$ cat src/rtl/fitness_pkg.sv
// Shared widths, default thresholds and helpers for the fitness tracker blocks
// (step_tracker and the pulse generator that drives it).
package fitness_pkg;

    localparam int STEP_W = 14;
    localparam int RATE_W = 9;
    localparam int DIST_W = 8;
    localparam int RAW_W  = 20;

    localparam int COUNT_MAX_DEF   = 9999;
    localparam int HALF_MILE_DEF   = 1024;
    localparam int ACTIVE_RATE_DEF = 32;

    // Pulse-generator cadence modes; the tracker only counts edges but shares the encoding.
    typedef enum logic [1:0] {
        MODE_IDLE = 2'd0,
        MODE_WALK = 2'd1,
        MODE_JOG  = 2'd2,
        MODE_RUN  = 2'd3
    } pulse_mode_e;

    function automatic logic [RATE_W-1:0] sat_rate(input logic [RATE_W:0] v);
        return v[RATE_W] ? {RATE_W{1'b1}} : v[RATE_W-1:0];
    endfunction

    function automatic logic [DIST_W-1:0] sat_dist(input logic [RAW_W-1:0] units);
        return (units > RAW_W'((1 << DIST_W) - 1)) ? {DIST_W{1'b1}} : units[DIST_W-1:0];
    endfunction

endpackage

$ cat src/rtl/step_tracker_if.sv
// Step-pulse link between the pulse generator (master) and step_tracker (slave).
// max_rate exists only when STEP_MAX_RATE_EN is defined.
interface step_tracker_if;
    import fitness_pkg::*;

    logic              start;
    logic              pulse;
    logic [STEP_W-1:0] step_count;
    logic              sat;
    logic [DIST_W-1:0] distance;
    logic [RATE_W-1:0] rate;
    logic [RATE_W-1:0] active_secs;
    logic              sec_tick;
`ifdef STEP_MAX_RATE_EN
    logic [RATE_W-1:0] max_rate;
`endif

    modport master (
        output start, pulse,
        input  step_count, sat, distance, rate, active_secs, sec_tick
`ifdef STEP_MAX_RATE_EN
        , input max_rate
`endif
    );

    modport slave (
        input  start, pulse,
        output step_count, sat, distance, rate, active_secs, sec_tick
`ifdef STEP_MAX_RATE_EN
        , output max_rate
`endif
    );

endinterface

$ cat src/rtl/step_tracker_edge_detect.sv
// Three-flop synchroniser for the asynchronous step pulse plus a rising-edge strobe.
module step_edge_detect (
    input  logic clk,
    input  logic reset,
    input  logic d,
    output logic rise
);

    logic [2:0] sync_r;

    // Shift chain: sync_r[0]=s1, sync_r[1]=s2, sync_r[2]=s3.
    always_ff @(posedge clk) begin
        if (reset) begin
            sync_r <= 3'b000;
        end else begin
            sync_r <= {sync_r[1:0], d};
        end
    end

    assign rise = sync_r[1] & ~sync_r[2];

endmodule

$ cat src/rtl/step_tracker.sv
// Step tracker: totals, half-mile distance, per-second rate and active-second count.
// Optional STEP_MAX_RATE_EN adds a peak-rate register on the max_rate port.
module step_tracker
    import fitness_pkg::*;
#(
    parameter int CLK_HZ      = 100_000_000,
    parameter int COUNT_MAX   = COUNT_MAX_DEF,
    parameter int HALF_MILE   = HALF_MILE_DEF,
    parameter int ACTIVE_RATE = ACTIVE_RATE_DEF
) (
    input  logic           clk,
    input  logic           reset,
    step_tracker_if.slave  bus
);

    localparam int               CYC_W    = (CLK_HZ > 1) ? $clog2(CLK_HZ) : 1;
    localparam logic [CYC_W-1:0] CYC_LAST = CYC_W'(CLK_HZ - 1);

    logic              rise_s;
    logic              step_s;
    logic              terminal_s;
    logic [RAW_W-1:0]  raw_next_s;
    logic [STEP_W-1:0] step_next_s;
    logic [RATE_W:0]   win_sum_s;
    logic [RATE_W-1:0] new_rate_s;

    logic [RAW_W-1:0]  raw_steps_r;
    logic [STEP_W-1:0] step_count_r;
    logic              sat_r;
    logic [DIST_W-1:0] distance_r;
    logic [CYC_W-1:0]  cyc_r;
    logic [RATE_W-1:0] win_steps_r;
    logic [RATE_W-1:0] rate_r;
    logic [RATE_W-1:0] active_secs_r;
    logic              sec_tick_r;

    step_edge_detect u_edge (
        .clk   (clk),
        .reset (reset),
        .d     (bus.pulse),
        .rise  (rise_s)
    );

    // Next-state values for the step totals and the closing-window rate.
    always_comb begin
        step_s     = rise_s & bus.start;
        terminal_s = (cyc_r == CYC_LAST);
        if (step_s && (raw_steps_r != {RAW_W{1'b1}})) begin
            raw_next_s = raw_steps_r + RAW_W'(1);
        end else begin
            raw_next_s = raw_steps_r;
        end
        if (step_s && (step_count_r != STEP_W'(COUNT_MAX))) begin
            step_next_s = step_count_r + STEP_W'(1);
        end else begin
            step_next_s = step_count_r;
        end
        win_sum_s  = {1'b0, win_steps_r} + {{RATE_W{1'b0}}, step_s};
        new_rate_s = sat_rate(win_sum_s);
    end

    // Running totals; distance follows raw_steps so it keeps moving after step_count saturates.
    always_ff @(posedge clk) begin
        if (reset) begin
            raw_steps_r  <= {RAW_W{1'b0}};
            step_count_r <= {STEP_W{1'b0}};
            sat_r        <= 1'b0;
            distance_r   <= {DIST_W{1'b0}};
        end else begin
            raw_steps_r  <= raw_next_s;
            step_count_r <= step_next_s;
            sat_r        <= sat_r | (step_next_s == STEP_W'(COUNT_MAX));
            distance_r   <= sat_dist(raw_next_s / RAW_W'(HALF_MILE));
        end
    end

    // One-second window; a step on the terminal cycle belongs to the window it closes.
    always_ff @(posedge clk) begin
        if (reset) begin
            cyc_r         <= {CYC_W{1'b0}};
            win_steps_r   <= {RATE_W{1'b0}};
            rate_r        <= {RATE_W{1'b0}};
            active_secs_r <= {RATE_W{1'b0}};
            sec_tick_r    <= 1'b0;
        end else if (!bus.start) begin
            cyc_r       <= {CYC_W{1'b0}};
            win_steps_r <= {RATE_W{1'b0}};
            sec_tick_r  <= 1'b0;
        end else if (terminal_s) begin
            cyc_r       <= {CYC_W{1'b0}};
            win_steps_r <= {RATE_W{1'b0}};
            rate_r      <= new_rate_s;
            sec_tick_r  <= 1'b1;
            if ((new_rate_s > RATE_W'(ACTIVE_RATE)) && (active_secs_r != {RATE_W{1'b1}})) begin
                active_secs_r <= active_secs_r + RATE_W'(1);
            end else begin
                active_secs_r <= active_secs_r;
            end
        end else begin
            cyc_r       <= cyc_r + CYC_W'(1);
            win_steps_r <= new_rate_s;
            sec_tick_r  <= 1'b0;
        end
    end

`ifdef STEP_MAX_RATE_EN
    logic [RATE_W-1:0] max_rate_r;

    // Peak per-second rate since reset, refreshed only when a window closes.
    always_ff @(posedge clk) begin
        if (reset) begin
            max_rate_r <= {RATE_W{1'b0}};
        end else if (bus.start && terminal_s && (new_rate_s > max_rate_r)) begin
            max_rate_r <= new_rate_s;
        end else begin
            max_rate_r <= max_rate_r;
        end
    end

    assign bus.max_rate = max_rate_r;
`endif

    assign bus.step_count  = step_count_r;
    assign bus.sat         = sat_r;
    assign bus.distance    = distance_r;
    assign bus.rate        = rate_r;
    assign bus.active_secs = active_secs_r;
    assign bus.sec_tick    = sec_tick_r;

endmodule

$ cat src/flat_wrapper.sv
// flat-port wrapper written by rule: the top's interface ports become plain ports
module step_tracker_flat import fitness_pkg::*;
#(
    parameter int CLK_HZ      = 100_000_000,
    parameter int COUNT_MAX   = COUNT_MAX_DEF,
    parameter int HALF_MILE   = HALF_MILE_DEF,
    parameter int ACTIVE_RATE = ACTIVE_RATE_DEF
)
  (clk, reset, bus_start, bus_pulse, bus_step_count, bus_sat, bus_distance, bus_rate, bus_active_secs, bus_sec_tick);
  step_tracker_if bus_i ();
  input  logic clk;
  input  logic reset;
  input wire logic [$bits(bus_i.start)-1:0] bus_start;
  input wire logic [$bits(bus_i.pulse)-1:0] bus_pulse;
  output wire logic [$bits(bus_i.step_count)-1:0] bus_step_count;
  output wire logic [$bits(bus_i.sat)-1:0] bus_sat;
  output wire logic [$bits(bus_i.distance)-1:0] bus_distance;
  output wire logic [$bits(bus_i.rate)-1:0] bus_rate;
  output wire logic [$bits(bus_i.active_secs)-1:0] bus_active_secs;
  output wire logic [$bits(bus_i.sec_tick)-1:0] bus_sec_tick;
  assign bus_i.start = bus_start;
  assign bus_i.pulse = bus_pulse;
  assign bus_step_count = bus_i.step_count;
  assign bus_sat = bus_i.sat;
  assign bus_distance = bus_i.distance;
  assign bus_rate = bus_i.rate;
  assign bus_active_secs = bus_i.active_secs;
  assign bus_sec_tick = bus_i.sec_tick;
  step_tracker #(.CLK_HZ(CLK_HZ), .COUNT_MAX(COUNT_MAX), .HALF_MILE(HALF_MILE), .ACTIVE_RATE(ACTIVE_RATE)) u_core (.clk(clk), .reset(reset), .bus(bus_i));
endmodule
$ cat config.mk
export PLATFORM = sky130hd
export DESIGN_NAME = step_tracker_flat
export DESIGN_NICKNAME = d
export VERILOG_FILES = /design/src/rtl/fitness_pkg.sv /design/src/rtl/step_tracker_if.sv /design/src/rtl/step_tracker_edge_detect.sv /design/src/rtl/step_tracker.sv /design/src/flat_wrapper.sv
export SDC_FILE = /design/constraint.sdc
export NUM_CORES = 1
export LEC_CHECK = 0
export BUFFER_PORTS_ARGS = -buffer_cell sky130_fd_sc_hd__buf_2
export CORE_UTILIZATION = 60
export CTS_CLUSTER_SIZE = 25
export DETAILED_ROUTE_END_ITERATION = 12
export PLACE_DENSITY_LB_ADDON = 0.2
export SLEW_MARGIN = 20
export SYNTH_ARGS = -nofsm -noshare
export SYNTH_HDL_FRONTEND = slang
export SYNTH_SLANG_ARGS = --single-unit
$ cat constraint.sdc
create_clock -name clk -period 5.6 [get_ports clk]
set_input_delay 0.56 -clock clk [delete_from_list [all_inputs] [get_ports clk]]
set_output_delay 0.56 -clock clk [all_outputs]
set_load 0.03 [all_outputs]
Yosys cells after proc, flatten, opt, wreduce, memory -nomap -nowiden
Cells that the tools add are included.
{"block": "word_totals", "in_bits": 4, "memories": 0, "mem_bits_ro": 0, "regBits": 101, "latchBits": 0, "wordCells": 40, "out_inout_bits": 42, "mem_bits_rw": 0}
{"block": "classes", "n_reduce_logical": 7, "n_mul": 0, "shift": 0, "n_addsub": 5, "n_lt_le_gt_ge": 2, "div_mod_pow": 0, "eq_ne": 5, "n_bitwise": 5, "mux": 5}
{"cell": "adder 27 x 1 -> 27 bit (second input constant)", "n": 1}
{"cell": "== test 27 bit (second input constant)", "n": 1}
{"cell": "adder 20 x 1 -> 20 bit (second input constant)", "n": 1}
{"cell": "two-way mux 20 bit", "n": 1}
{"cell": "!= test 20 bit (second input constant)", "n": 1}
{"cell": "adder 14 x 1 -> 14 bit (second input constant)", "n": 1}
{"cell": "== test 14 bit (second input constant)", "n": 1}
{"cell": "two-way mux 14 bit", "n": 1}
{"cell": "!= test 14 bit (second input constant)", "n": 1}
{"cell": "adder 9 x 1 -> 10 bit", "n": 1}
{"cell": "greater-than comparator 10 x 8 -> 1 bit (second input constant)", "n": 1}
{"cell": "adder 9 x 1 -> 9 bit (second input constant)", "n": 1}
{"cell": "greater-than comparator 9 x 6 -> 1 bit (second input constant)", "n": 1}
{"cell": "two-way mux 9 bit", "n": 1}
{"cell": "!= test 9 bit (second input constant)", "n": 1}
{"cell": "two-way mux 8 bit", "n": 1}
{"cell": "logical AND 1 bit", "n": 3}
{"cell": "AND reduction 3 bit", "n": 1}
{"cell": "OR reduction 3 bit", "n": 1}
{"cell": "AND 1 bit", "n": 2}
{"cell": "inverter 1 bit", "n": 2}
{"cell": "AND reduction 2 bit", "n": 1}
{"cell": "OR reduction 2 bit", "n": 1}
{"cell": "two-way mux 1 bit", "n": 1}
{"cell": "bitwise OR 1 bit", "n": 1}

Logic depth before layout (Yosys ltp)
{"block": "logic_depth", "depth_word": 8, "mapped_depth": 11, "mapped_depth_nobuf": 9}

Cells and area by module
Synthesis repeated with hierarchy kept, for this count alone.
{"block": "unflattened", "cells_unflattened": 527, "hier_area_um2": 4486.8}
{"module": "step_tracker", "cells_per_inst": 520, "n_inst": 1, "area_per_inst_um2": 4399.2, "seq_area_each_um2": 1961.9}
{"module": "step_edge_detect", "cells_per_inst": 7, "n_inst": 1, "area_per_inst_um2": 87.6, "seq_area_each_um2": 60.1}

Least setup slack after synthesis
Ideal clock, no wire load.
{"block": "synth_path", "path_type": "input port to flip-flop", "from": "input port bus_start", "to": "register u_core.active_secs_r[2] (netlist: u_core.bus.active_secs[2])", "path_buffers": 2, "stages": 10, "slack_ns": 2.511, "t_arrival_ns": 2.968, "setup_time_ns": 0.121, "cell_sequence": "and3b_1 -> clkbuf_1 -> ha_1 -> ha_1 -> and4_1 -> buf_2 -> a21o_1 -> a211oi_1 -> a2111oi_0 -> mux2_2"}
{"block": "synth_between", "elab_chain_cells": 6}
{"item": "from (decl)", "line": "flat_wrapper.sv:13", "source": "input wire logic [$bits(bus_i.start)-1:0] bus_start;"}
{"item": "AND 1 bit", "line": "step_tracker.sv:46", "source": "step_s = rise_s & bus.start;"}
{"item": "adder 9 x 1 -> 10 bit", "line": "step_tracker.sv:58", "source": "win_sum_s = {1'b0, win_steps_r} + {{RATE_W{1'b0}}, step_s};"}
{"item": "two-way mux 9 bit", "line": "fitness_pkg.sv:23", "source": "return v[RATE_W] ? {RATE_W{1'b1}} : v[RATE_W-1:0];"}
{"item": "greater-than comparator 9 x 6 -> 1 bit", "line": "step_tracker.sv:94", "source": "if ((new_rate_s > RATE_W'(ACTIVE_RATE)) && (active_secs_r != {RATE_W{1'b1}})) begin"}
{"item": "logical AND 1 bit", "line": "step_tracker.sv:94"}
{"item": "AND reduction 3 bit (no source line) (*)"}
{"item": "to (signal assigned)", "line": "step_tracker.sv:83", "source": "active_secs_r <= {RATE_W{1'b0}};"}
{"item": "to (signal assigned)", "line": "step_tracker.sv:95", "source": "active_secs_r <= active_secs_r + RATE_W'(1);"}
{"item": "to (signal assigned)", "line": "step_tracker.sv:97", "source": "active_secs_r <= active_secs_r;"}
{"item": "to (decl)", "line": "step_tracker.sv:34", "source": "logic [RATE_W-1:0] active_secs_r;"}
Mark *: on every way between the ends. The rest lies on a longest branch, timed or not.
A chain may end at the register's enable or synchronous reset.

Worst setup path in the final report
{"block": "layout_path", "from": "register u_core.u_edge.sync_r[2]", "to": "register u_core.active_secs_r[0] (netlist: u_core.bus.active_secs[0])"}
{"block": "layout_between", "elab_chain_cells": 8}
{"item": "from (decl)", "line": "step_tracker_edge_detect.sv:9", "source": "logic [2:0] sync_r;"}
{"item": "from (signal assigned)", "line": "step_tracker_edge_detect.sv:16", "source": "sync_r <= {sync_r[1:0], d};"}
{"item": "inverter 1 bit", "line": "step_tracker_edge_detect.sv:20", "source": "assign rise = sync_r[1] & ~sync_r[2];"}
{"item": "AND 1 bit", "line": "step_tracker_edge_detect.sv:20"}
{"item": "AND 1 bit", "line": "step_tracker.sv:46"}
{"item": "adder 9 x 1 -> 10 bit", "line": "step_tracker.sv:58"}
{"item": "two-way mux 9 bit", "line": "fitness_pkg.sv:23"}
{"item": "greater-than comparator 9 x 6 -> 1 bit", "line": "step_tracker.sv:94"}
{"item": "logical AND 1 bit", "line": "step_tracker.sv:94"}
{"item": "AND reduction 3 bit (no source line)"}
Every way passes these cells.

==> metrics.yaml <==
status: "complete, no violations"
relSlewSlack: 0.3929
drc: 0
p_total_mw: 1.153
clock_sinks: 101
cp_max_fo: 10
hold_path.class: "register to register"
finalSetupTns_ns: 0
gp_congestion: 0.8781
fp.dieH_um: 89.54
dieArea_um2: 8017
finalCritPeriodShare: 0.5679
syn-num-nets: 543
clock_latency_ns: 0.35
avgRoutedWirePerCell_um: 13.54
synth_cell_types: 50
start_kind: "register"
synthFlopType: "dfxtp_1"
cts-root-buf: "clkbuf_8"
totalWireLength_mm: 9.082
cts_buffer_depth: 2
rsz0062_at_grt: "no"
synth_area_leaders: "dfxtp_1 44%, nor2_1 7.3%, xnor2_1 5.3%"
synth-seq-cells: 101
post-synth-top-count-cell: "dfxtp_1"
max_freq_mhz: 314.4
reg2reg_depth: 8
powerDensity_nw_per_um2: 228.2
core_area_um2: 7331
fillers: 596
die_w_um: 89.54
io_pins: 46
final_layout_size_suffix_gt1_frac: 0.1364
vias: 3848
maxSlewViolCount: 0
gr-total-overflow: 0
netlist_area_um2: 4598
clkSlewWorstSetupHoldPaths_ns: 0.09
max-cap-violations: 0
first_iter_violations: 138
yosys.area.top_type: "dfxtp_1"
cts_tree: "yes"
tightest_slew_ns: 0.9052
total_leakage_power_nw: 1.869
nets: 579
cp.arrival_ns: 3.42
cts.hold.buffers_added: 0
grt_max_degree: 77
finalHoldViolCount: 0
yosys_warnings: 0
r2r-start: "u_core.u_edge.sync_r[2]"
r2r-end: "u_core.bus.active_secs[0]"
port_buffers: 45
end_kind: "register"
hold_start: "u_core.bus.rate[2]"
dpl.hpwl_mm: 6.335
cts_setup_buffers: 0
synth_edf_count: 0
antenna_left: 0
avgSynthCellArea_um2: 8.643
synth_common_cells: "101 x dfxtp_1, 90 x nor2_1, 31 x nand2_1"
grt_antenna_before_repair: 0
holdPathEnd: "u_core.bus.rate[2]"
h-tree-depth: 3
cts-resized-gates: 0
rows: 31
syn_to_final_growth_pct: 9.850
critical_path_class: "register to register"
whs_path_depth: 2
initial_core_util: 0.6272
grtUsageTotal: 0.2451
cts_made_buffers: 9
skew_ns: 0.009158
post-route-min-period_ns: 3.180
synth.top_cell.area_share: 0.4397
grt_pass1_vias: 3574
dr.pass1.iters: 4
async_flop_share: 0
grt_pass1_wl_mm: 15.36
viasPerCell: 5.735
worstPathRequired_ns: 5.84
hold-worst-slack_ns: 0.4529
ir_drop_mv: 0.1706
setup_viol: 0
synth_cells: 532
reg2reg_slack_ns: 2.42
seq_area_frac_synth: 0.4397
antennaDiodeCount: 0
[critical path, cell delays in order (launching register included)]
cell	delay, ns
dfxtp_1	0.32
and3b_1	0.43
ha_1	0.30
ha_1	0.22
and4_1	0.35
nand4_1	0.12
a211oi_1	0.75
a211oi_2	0.25
mux2_2	0.33
[final cells by class]
class / count / area [um2] / area share
repair buffers: 46 / 232.7 / 0.04607
clock inverters: 5 / 37.54 / 0.007431
inverters: 10 / 37.54 / 0.007431
clock buffers: 10 / 137.6 / 0.02725
multi-input cells: 400 / 2460 / 0.4870
flip-flops and latches: 101 / 2022 / 0.4003
well taps: 99 / 123.9 / 0.02452
[per-layer routing]
layer	vias to the layer above	GRT usage	share of wire
li1	1914	-	-
met1	1824	0.2881	0.45
met2	94	0.4311	0.49
met3	16	0.05633	0.036
met4	0	0.09668	0.018
met5	-	0	0
[cells in the final DEF (no fill, tap or decap), types with 2 or more instances in the layout]
| cell | Yosys | routed |
|---|---|---|
| a211oi_1 | 5 | 5 |
| a21oi_1 | 18 | 18 |
| and2_1 | 5 | 5 |
| and3_1 | 15 | 15 |
| and3b_1 | 2 | 2 |
| and4_1 | 7 | 7 |
| buf_2 | 1 | 45 |
| clkbuf_8 | 0 | 10 |
| clkinv_4 | 0 | 2 |
| clkinvlp_4 | 0 | 2 |
| dfxtp_1 | 101 | 101 |
| ha_1 | 7 | 7 |
| inv_1 | 10 | 10 |
| mux2_2 | 8 | 8 |
| mux2i_1 | 6 | 6 |
| nand2_1 | 31 | 31 |
| nand2b_1 | 6 | 6 |
| nand3_1 | 30 | 30 |
| nand4_1 | 19 | 19 |
| nor2_1 | 90 | 90 |
| nor2b_1 | 18 | 18 |
| nor3_1 | 13 | 13 |
| nor4_1 | 9 | 9 |
| nor4b_1 | 2 | 2 |
| o2111ai_1 | 2 | 2 |
| o211ai_1 | 3 | 3 |
| o21ai_0 | 20 | 20 |
| o32ai_1 | 2 | 2 |
| or2_2 | 2 | 2 |
| or3_1 | 7 | 6 |
| xnor2_1 | 28 | 28 |
| xor2_1 | 26 | 26 |
[report_power, final]
part	internal, mW	switching [mW]	total (mW)
registers	0.720	0.00189	0.722
clock network	0.172	0.237	0.409
logic	0.00564	0.0162	0.0219
[registers in the layout, summed over array words and instances, names as in the netlist]
signal,flops
u_core.bus.rate,9
u_core.raw_steps_r,20
u_core.bus.distance,8
u_core.cyc_r,27
u_core.bus.step_count,14
u_core.u_edge.sync_r,3
u_core.bus.sat,1
u_core.bus.active_secs,9
u_core.win_steps_r,9
u_core.bus.sec_tick,1
[worst max path at each step]
stage                            start                        end  slack (ns)
2_1_floorplan                bus_start  u_core.bus.active_secs[2]        2.51
3_3_place_gp                 bus_start  u_core.bus.active_secs[2]        2.23
3_5_place_dp                 bus_start  u_core.bus.active_secs[2]        2.12
4_1_cts        u_core.u_edge.sync_r[2]  u_core.bus.active_secs[2]        2.47
5_1_grt        u_core.u_edge.sync_r[1]  u_core.bus.active_secs[0]        2.12
6_report       u_core.u_edge.sync_r[2]  u_core.bus.active_secs[0]        2.42
[cell families after synthesis]
group / synth area share
and+or+nand+nor: 0.2928
DFF: 0.4397
AOI/OAI and AO/OA: 0.08491
xor gates and xnor gates: 0.1029
buffers and inverters: 0.02558
muxes: 0.03510
adders and majority gates: 0.01905
[stage by stage]
| step | setup slack, ns | std cells | utilization | area, um2 |
|---|---|---|---|---|
| 2_1_floorplan | 2.511 | 532 | - | 4598 |
| 3_3_place_gp | 2.233 | 656 | 0.6650 | 4875 |
| 3_5_place_dp | 2.122 | 656 | 0.6651 | 4876 |
| 4_1_cts | 2.468 | 671 | 0.6890 | 5051 |
| 5_1_grt | 2.125 | 671 | 0.6890 | 5051 |
| 6_report | 2.420 | 671 | 0.6890 | 5051 |
(Power assumes the default switching activity.)
